**src/rtl/esc_pkg.sv**
```systemverilog
// esc_pkg: constants and state type shared by the ESC PWM generator and decoder
package esc_pkg;
  localparam int ESC_BASE = 50000;
  localparam int ESC_SCALE = 3;
  localparam int ESC_PERIOD = 2 ** 20;
  localparam int ESC_SPEED_W = 11;
  localparam int ESC_OFF_W = 10;
  localparam int ESC_TIMEOUT = 2 * ESC_PERIOD;
  localparam int ESC_VAL_W = 12;
  typedef enum logic [1:0] {ARM, WAIT_RISE, BASE_CNT, MEAS} esc_dec_state_t;
endpackage

```
**src/rtl/pwm_sync_edge.sv**
```systemverilog
// pwm_sync_edge: 2-flop synchronizer plus delay flop; ports clk, rst_n, pwm in; level, rise, fall out
module pwm_sync_edge (
  input  logic clk,
  input  logic rst_n,
  input  logic pwm,
  output logic level,
  output logic rise,
  output logic fall
);
  logic s1, s2, d;
  always_ff @(posedge clk or negedge rst_n)
    if (!rst_n) begin
      s1 <= 1'b0;
      s2 <= 1'b0;
      d  <= 1'b0;
    end else begin
      s1 <= pwm;
      s2 <= s1;
      d  <= s2;
    end
  assign level = s2;
  assign rise  = s2 & ~d;
  assign fall  = ~s2 & d;
endmodule

```
**src/rtl/esc_pwm_decoder.sv**
```systemverilog
// esc_pwm_decoder: recovers speed word from pulse high time H = BASE + SCALE*value; ports clk, rst_n, PWM in; speed_meas, vld, pulse_err, timeout out
module esc_pwm_decoder
  import esc_pkg::*;
#(
  parameter int BASE    = ESC_BASE,
  parameter int SCALE   = ESC_SCALE,
  parameter int TIMEOUT = ESC_TIMEOUT,
  parameter int VAL_W   = ESC_VAL_W
) (
  input  logic             clk,
  input  logic             rst_n,
  input  logic             PWM,
  output logic [VAL_W-1:0] speed_meas,
  output logic             vld,
  output logic             pulse_err,
  output logic             timeout
);
  localparam int BW = $clog2(BASE + 1);
  localparam int PW = (SCALE > 1) ? $clog2(SCALE) : 1;
  localparam int TW = $clog2(TIMEOUT + 1);
  localparam logic [VAL_W-1:0] VMAX = {VAL_W{1'b1}};
  esc_dec_state_t state, state_n;
  logic lvl, rise, fall;
  logic [BW-1:0] base_cnt, base_n;
  logic [PW-1:0] presc, presc_n;
  logic [VAL_W-1:0] val, val_n, speed_n;
  logic [TW-1:0] tcnt, tcnt_n;
  logic [1:0] fill, fill_n;
  logic vld_n, err_n, to_n;
  pwm_sync_edge u_sync (.clk(clk), .rst_n(rst_n), .pwm(PWM), .level(lvl), .rise(rise), .fall(fall));
  always_comb begin
    state_n = state;
    base_n  = base_cnt;
    presc_n = presc;
    val_n   = val;
    speed_n = speed_meas;
    vld_n   = 1'b0;
    err_n   = 1'b0;
    // synchronizer outputs are reset values until two edges have sampled PWM
    fill_n  = (fill == 2'd2) ? fill : fill + 2'd1;
    case (state)
      ARM: if (fill == 2'd2 && !lvl) state_n = WAIT_RISE;
      WAIT_RISE: if (rise) begin
        state_n = BASE_CNT;
        base_n  = BW'(1);
      end
      BASE_CNT: if (fall) begin
        err_n   = 1'b1;
        state_n = WAIT_RISE;
      end else if (lvl) begin
        base_n = base_cnt + 1'b1;
        if (base_n == BW'(BASE)) begin
          state_n = MEAS;
          val_n   = '0;
          presc_n = '0;
        end
      end
      MEAS: if (fall) begin
        speed_n = val;
        vld_n   = 1'b1;
        state_n = WAIT_RISE;
      end else if (lvl) begin
        presc_n = (presc == PW'(SCALE - 1)) ? '0 : presc + 1'b1;
        val_n   = (presc == PW'(SCALE - 1) && val != VMAX) ? val + 1'b1 : val;
      end
      default: state_n = ARM;
    endcase
    tcnt_n = rise ? '0 : (tcnt == TW'(TIMEOUT)) ? tcnt : tcnt + 1'b1;
    to_n   = vld_n ? 1'b0 : (timeout | (tcnt_n == TW'(TIMEOUT)));
  end
  always_ff @(posedge clk or negedge rst_n)
    if (!rst_n) begin
      state      <= ARM;
      base_cnt   <= '0;
      presc      <= '0;
      val        <= '0;
      tcnt       <= '0;
      fill       <= '0;
      speed_meas <= '0;
      vld        <= 1'b0;
      pulse_err  <= 1'b0;
      timeout    <= 1'b0;
    end else begin
      state      <= state_n;
      base_cnt   <= base_n;
      presc      <= presc_n;
      val        <= val_n;
      tcnt       <= tcnt_n;
      fill       <= fill_n;
      speed_meas <= speed_n;
      vld        <= vld_n;
      pulse_err  <= err_n;
      timeout    <= to_n;
    end
endmodule
```
**config.mk**
```make
export PLATFORM = sky130hd
export DESIGN_NAME = esc_pwm_decoder
export DESIGN_NICKNAME = d
export VERILOG_FILES = /design/src/rtl/esc_pkg.sv /design/src/rtl/pwm_sync_edge.sv /design/src/rtl/esc_pwm_decoder.sv
export SDC_FILE = /design/constraint.sdc
export NUM_CORES = 1
export LEC_CHECK = 0
export BUFFER_PORTS_ARGS = -buffer_cell sky130_fd_sc_hd__buf_2
export CORE_MARGIN = 3
export CORE_UTILIZATION = 54
export CTS_CLUSTER_DIAMETER = 60
export DETAILED_ROUTE_END_ITERATION = 12
export GPL_TIMING_DRIVEN = 0
export HOLD_SLACK_MARGIN = 0.08
export PLACE_DENSITY = 0.7
export RECOVER_POWER = 100
export SYNTH_ARGS = -nofsm -noshare
export SYNTH_HDL_FRONTEND = slang
export SYNTH_SLANG_ARGS = --single-unit
```
**constraint.sdc**
```tcl
create_clock -name clk -period 2.9 [get_ports clk]
set_input_delay 0.435 -clock clk [delete_from_list [all_inputs] [get_ports clk]]
set_output_delay 0.435 -clock clk [all_outputs]
set_load 0.03 [all_outputs]
```
==> results.sh <==
export IMPL_status="complete, no violations"
export IMPL_cts_max_level=3
export IMPL_cp_cell_sequence="ha_2 > nand3_4 > or4_4 > mux2_4 > nor3_2 > a31oi_4 > or2_0 > buf_6 > o22a_1"
export IMPL_cts_max_path_buffers=2
export IMPL_track_usage_pct=21.2
export IMPL_die_area_mm2=0.00892
export IMPL_synth_top_area_cell="dfrtp_1"
export IMPL_drtIter0Drc=205
export IMPL_via_per_inst=5.80
export IMPL_fp_dieW_um=94.4
export IMPL_place_ws_ns=0.0593
export IMPL_fmax_mhz=361
export IMPL_rows=31
export IMPL_critPathBufInv=1
export IMPL_syn_cell_area_mm2=0.00422
export IMPL_hold_violations=0
export IMPL_cts_made_buffers=9
export IMPL_power_mw=2.47
export IMPL_pwr_share_seq_pct=47.9
export IMPL_fin_nets=496
export IMPL_wl_per_cell_um=14.9
export IMPL_synth_edf_count=0
export IMPL_combPwrFrac_pct=23.3
export IMPL_cts_tree="yes"
export IMPL_worstSetupEndpointType="register"
export IMPL_final_setup_worst_slack_ns=0.129
export IMPL_cp_top_family="simple AND/OR/NAND/NOR gates"
export IMPL_syn_inst=450
export IMPL_syn_nets=464
export IMPL_overflow=0
export IMPL_n_fill_cell=623
export IMPL_cpMaxStageDelayCell="or4_4"
export IMPL_p_int_mw=1.64
export IMPL_irDropWorstVdd_mv=0.300
export IMPL_dp_hpwl_um=6020
export IMPL_first_pass_iters=5
export IMPL_num_vias=3399
export IMPL_drv_slew=0
export IMPL_grt_pass1_vias=3195
export IMPL_hold_path_class="in2reg"
export IMPL_numClockSinks=74
export IMPL_finalSetupViolCount=0
export IMPL_p_clk_share_pct=28.7
export IMPL_syn_area_per_cell_um2=9.39
export IMPL_grt_pass1_wl_um=15000
export IMPL_crit_path_max_incr_delay_ns=0.47
export IMPL_clk_pin_slew_ns=0.08
export IMPL_yosys_warnings=0
export IMPL_coreArea_mm2=0.00741
export IMPL_insertion_delay_ns=0.34
export IMPL_synth_top_flop_cell="dfrtp_1"
export IMPL_powerDensity_mw_per_mm2=533
export IMPL_period_needed_ns=2.77
export IMPL_ioPinCount=18
export IMPL_grt_max_degree=48
export IMPL_cts_root_buf="clkbuf_8"
export IMPL_portBuffers=17
export IMPL_timing_final_crit_share_pct=95.6
export IMPL_synth_seq_cells=74
export IMPL_route_detailed_drc=0
export IMPL_seq_area_frac_synth_pct=43.8
export IMPL_startpoint_type="register"
export IMPL_postRouteAntennaNets=0
export IMPL_gp_congestion=0.854
export IMPL_switching_share_pct=33.6
export IMPL_max_cap_violations=0
export IMPL_p_leak_nw=2.00
export IMPL_area_growth_pct=9.89
export IMPL_start_util_pct=57.0
export IMPL_netlist_cell_type_count=61
export IMPL_critPathMaxFanout=10
export IMPL_antenna_found_initial=0
export IMPL_rsz0062_at_grt="no"
export IMPL_worstMarginPinSlew_ns=1.48
export IMPL_fin_skew_ns=0.00951
export IMPL_critPathKind="reg2reg"
export IMPL_max_slew_margin_pct=1.12
export IMPL_drt_wl_total_um=8710
export IMPL_power_switching_mw=0.832
export IMPL_chipHeight_um=94.4
export IMPL_arrival_ns=3.00
export IMPL_ys_async_sr_fraction_pct=100
export IMPL_layout_drive_gt1_share_pct=12.1
export IMPL_timing_setup_tns_ns=0
export IMPL_synth_area_leaders="dfrtp_1 44%, mux2_2 4.0%, nor2_1 3.7%"
export IMPL_synth_top_area_share_pct=43.8
export IMPL_diodes=0
export IMPL_worst_ep_required_time_ns=3.13
==> state kept, by name, summed over array words and instances, names as in the netlist <==
name,count
speed_meas,12
tcnt,22
u_sync.d,1
val,12
timeout,1
u_sync.s1,1
state,2
pulse_err,1
base_cnt,16
u_sync.level,1
presc,2
fill,2
vld,1
==> power by group through the flow <==
stage | Clock [mW] | Sequential, mW | Combinational, mW
global route | 0.777 | 1.20 | 0.657
floorplan | 0 | 1.21 | 0.401
global placement | 0 | 1.20 | 0.557
CTS | 0.733 | 1.18 | 0.575
detailed placement | 0 | 1.20 | 0.570
finish | 0.710 | 1.19 | 0.577
==> timing repair <==
item,in CTS,in global routing
buffers inserted,0,2
endpoints found under the setup margin,0,25
resized for setup,0,9
endpoints found under the hold margin,27,0
hold buffers,1,0
==> layout by cell type, fill, tap and decap left out, drive strengths merged, types with 3 or more instances in the layout <==
master and count:
dfrtp 74, clkbuf 49, nor2 42, nand2 41, o21ai 31, nand3 17
mux2 16, nor3 15, inv 14, xor2 13, xnor2 13, nand4 13
and3 12, ha 11, nor4 10, a21oi 9, o22a 9, buf 9
a22o 8, mux2i 7, or3 6, nand2b 6, and2 5, a31oi 5
a211oi 4, or2 4, nor2b 3, nor3b 3, clkinvlp 3, a21o 3
clkinv 3
==> synth_stat cells (2+ instances only) <==
cell      number
a41oi_1        2
xor2_1        13
nor2b_1        3
o31ai_1        2
and2_1         5
nor2_1        42
or2_1          2
clkbuf_1      19
buf_2          4
a211oi_1       4
nor4_1        10
dfrtp_1       74
nand4_1       12
a21o_1         3
ha_1          11
a21oi_1        9
and3_1        12
and4_1         2
nor3b_1        3
nand3b_1       2
nand2_1       41
nand2b_1       6
a31oi_1        4
and3b_1        2
inv_1         14
o21ai_0       30
nor3_1        14
mux2_2        15
nand4b_1       2
or3_1          6
buf_4          2
or2_2          2
nand3_1       16
xnor2_1       13
o22ai_1        2
mux2i_1        7
o22a_1         9
a22o_1         8
==> worst paths after layout <==
path / from / endpoint / slack, ns / cells past startpoint
max: base_cnt[1] / val[4] / 0.13 / 9
min in group asynchronous: rst_n / speed_meas[5] / 0.98 / 2
max in group asynchronous: rst_n / tcnt[5] / 0.45 / 3
min: PWM / u_sync.s1 / 0.21 / 1
max reg2reg: base_cnt[1] / val[4] / 0.13 / 9
min reg2reg: u_sync.s1 / u_sync.level / 0.38 / 0
==> per-layer routing <==
layer | global-route usage, % | up-vias | part of all wire (%)
li1 | - | 1679 | -
met1 | 29.3 | 1642 | 47
met2 | 33.3 | 65 | 47
met3 | 4.38 | 13 | 3.6
met4 | 7.10 | 0 | 1.7
met5 | 0 | - | 0
==> through the flow <==
stage | instances | hold WS, ns | cell area, um2 | utilization (%)
global route | 586 | 0.188 | 4640 | 62.7
CTS | 584 | 0.190 | 4640 | 62.7
detailed placement | 567 | 0.375 | 4460 | 60.2
global placement | 566 | 0.334 | 4430 | 59.8
finish | 586 | 0.210 | 4640 | 62.7
floorplan | 450 | 0.139 | 4220 | -
==> cell type report <==
cell class / count / area (um2) / share of cell area (%)
flip-flops and latches: 74 / 1850 / 39.9
repair buffers: 21 / 97.6 / 2.10
clock buffers: 11 / 141 / 3.05
plain buffers: 27 / 123 / 2.64
inverters: 15 / 60.1 / 1.29
multi-input cells: 334 / 2210 / 47.7
well taps: 99 / 124 / 2.67
clock inverters: 5 / 30.0 / 0.647
==> cell families after synthesis <==
kind of cell	Yosys count	synth area share, %
adders and majority gates	11	3.26
DFF	74	43.8
AOI/OAI and AO/OA	84	13.6
muxes	23	6.01
and+or+nand+nor	190	23.7
xor gates and xnor gates	26	5.39
buffers and inverters	42	4.21
No activity file was read; power rests on OpenSTA's default activity.
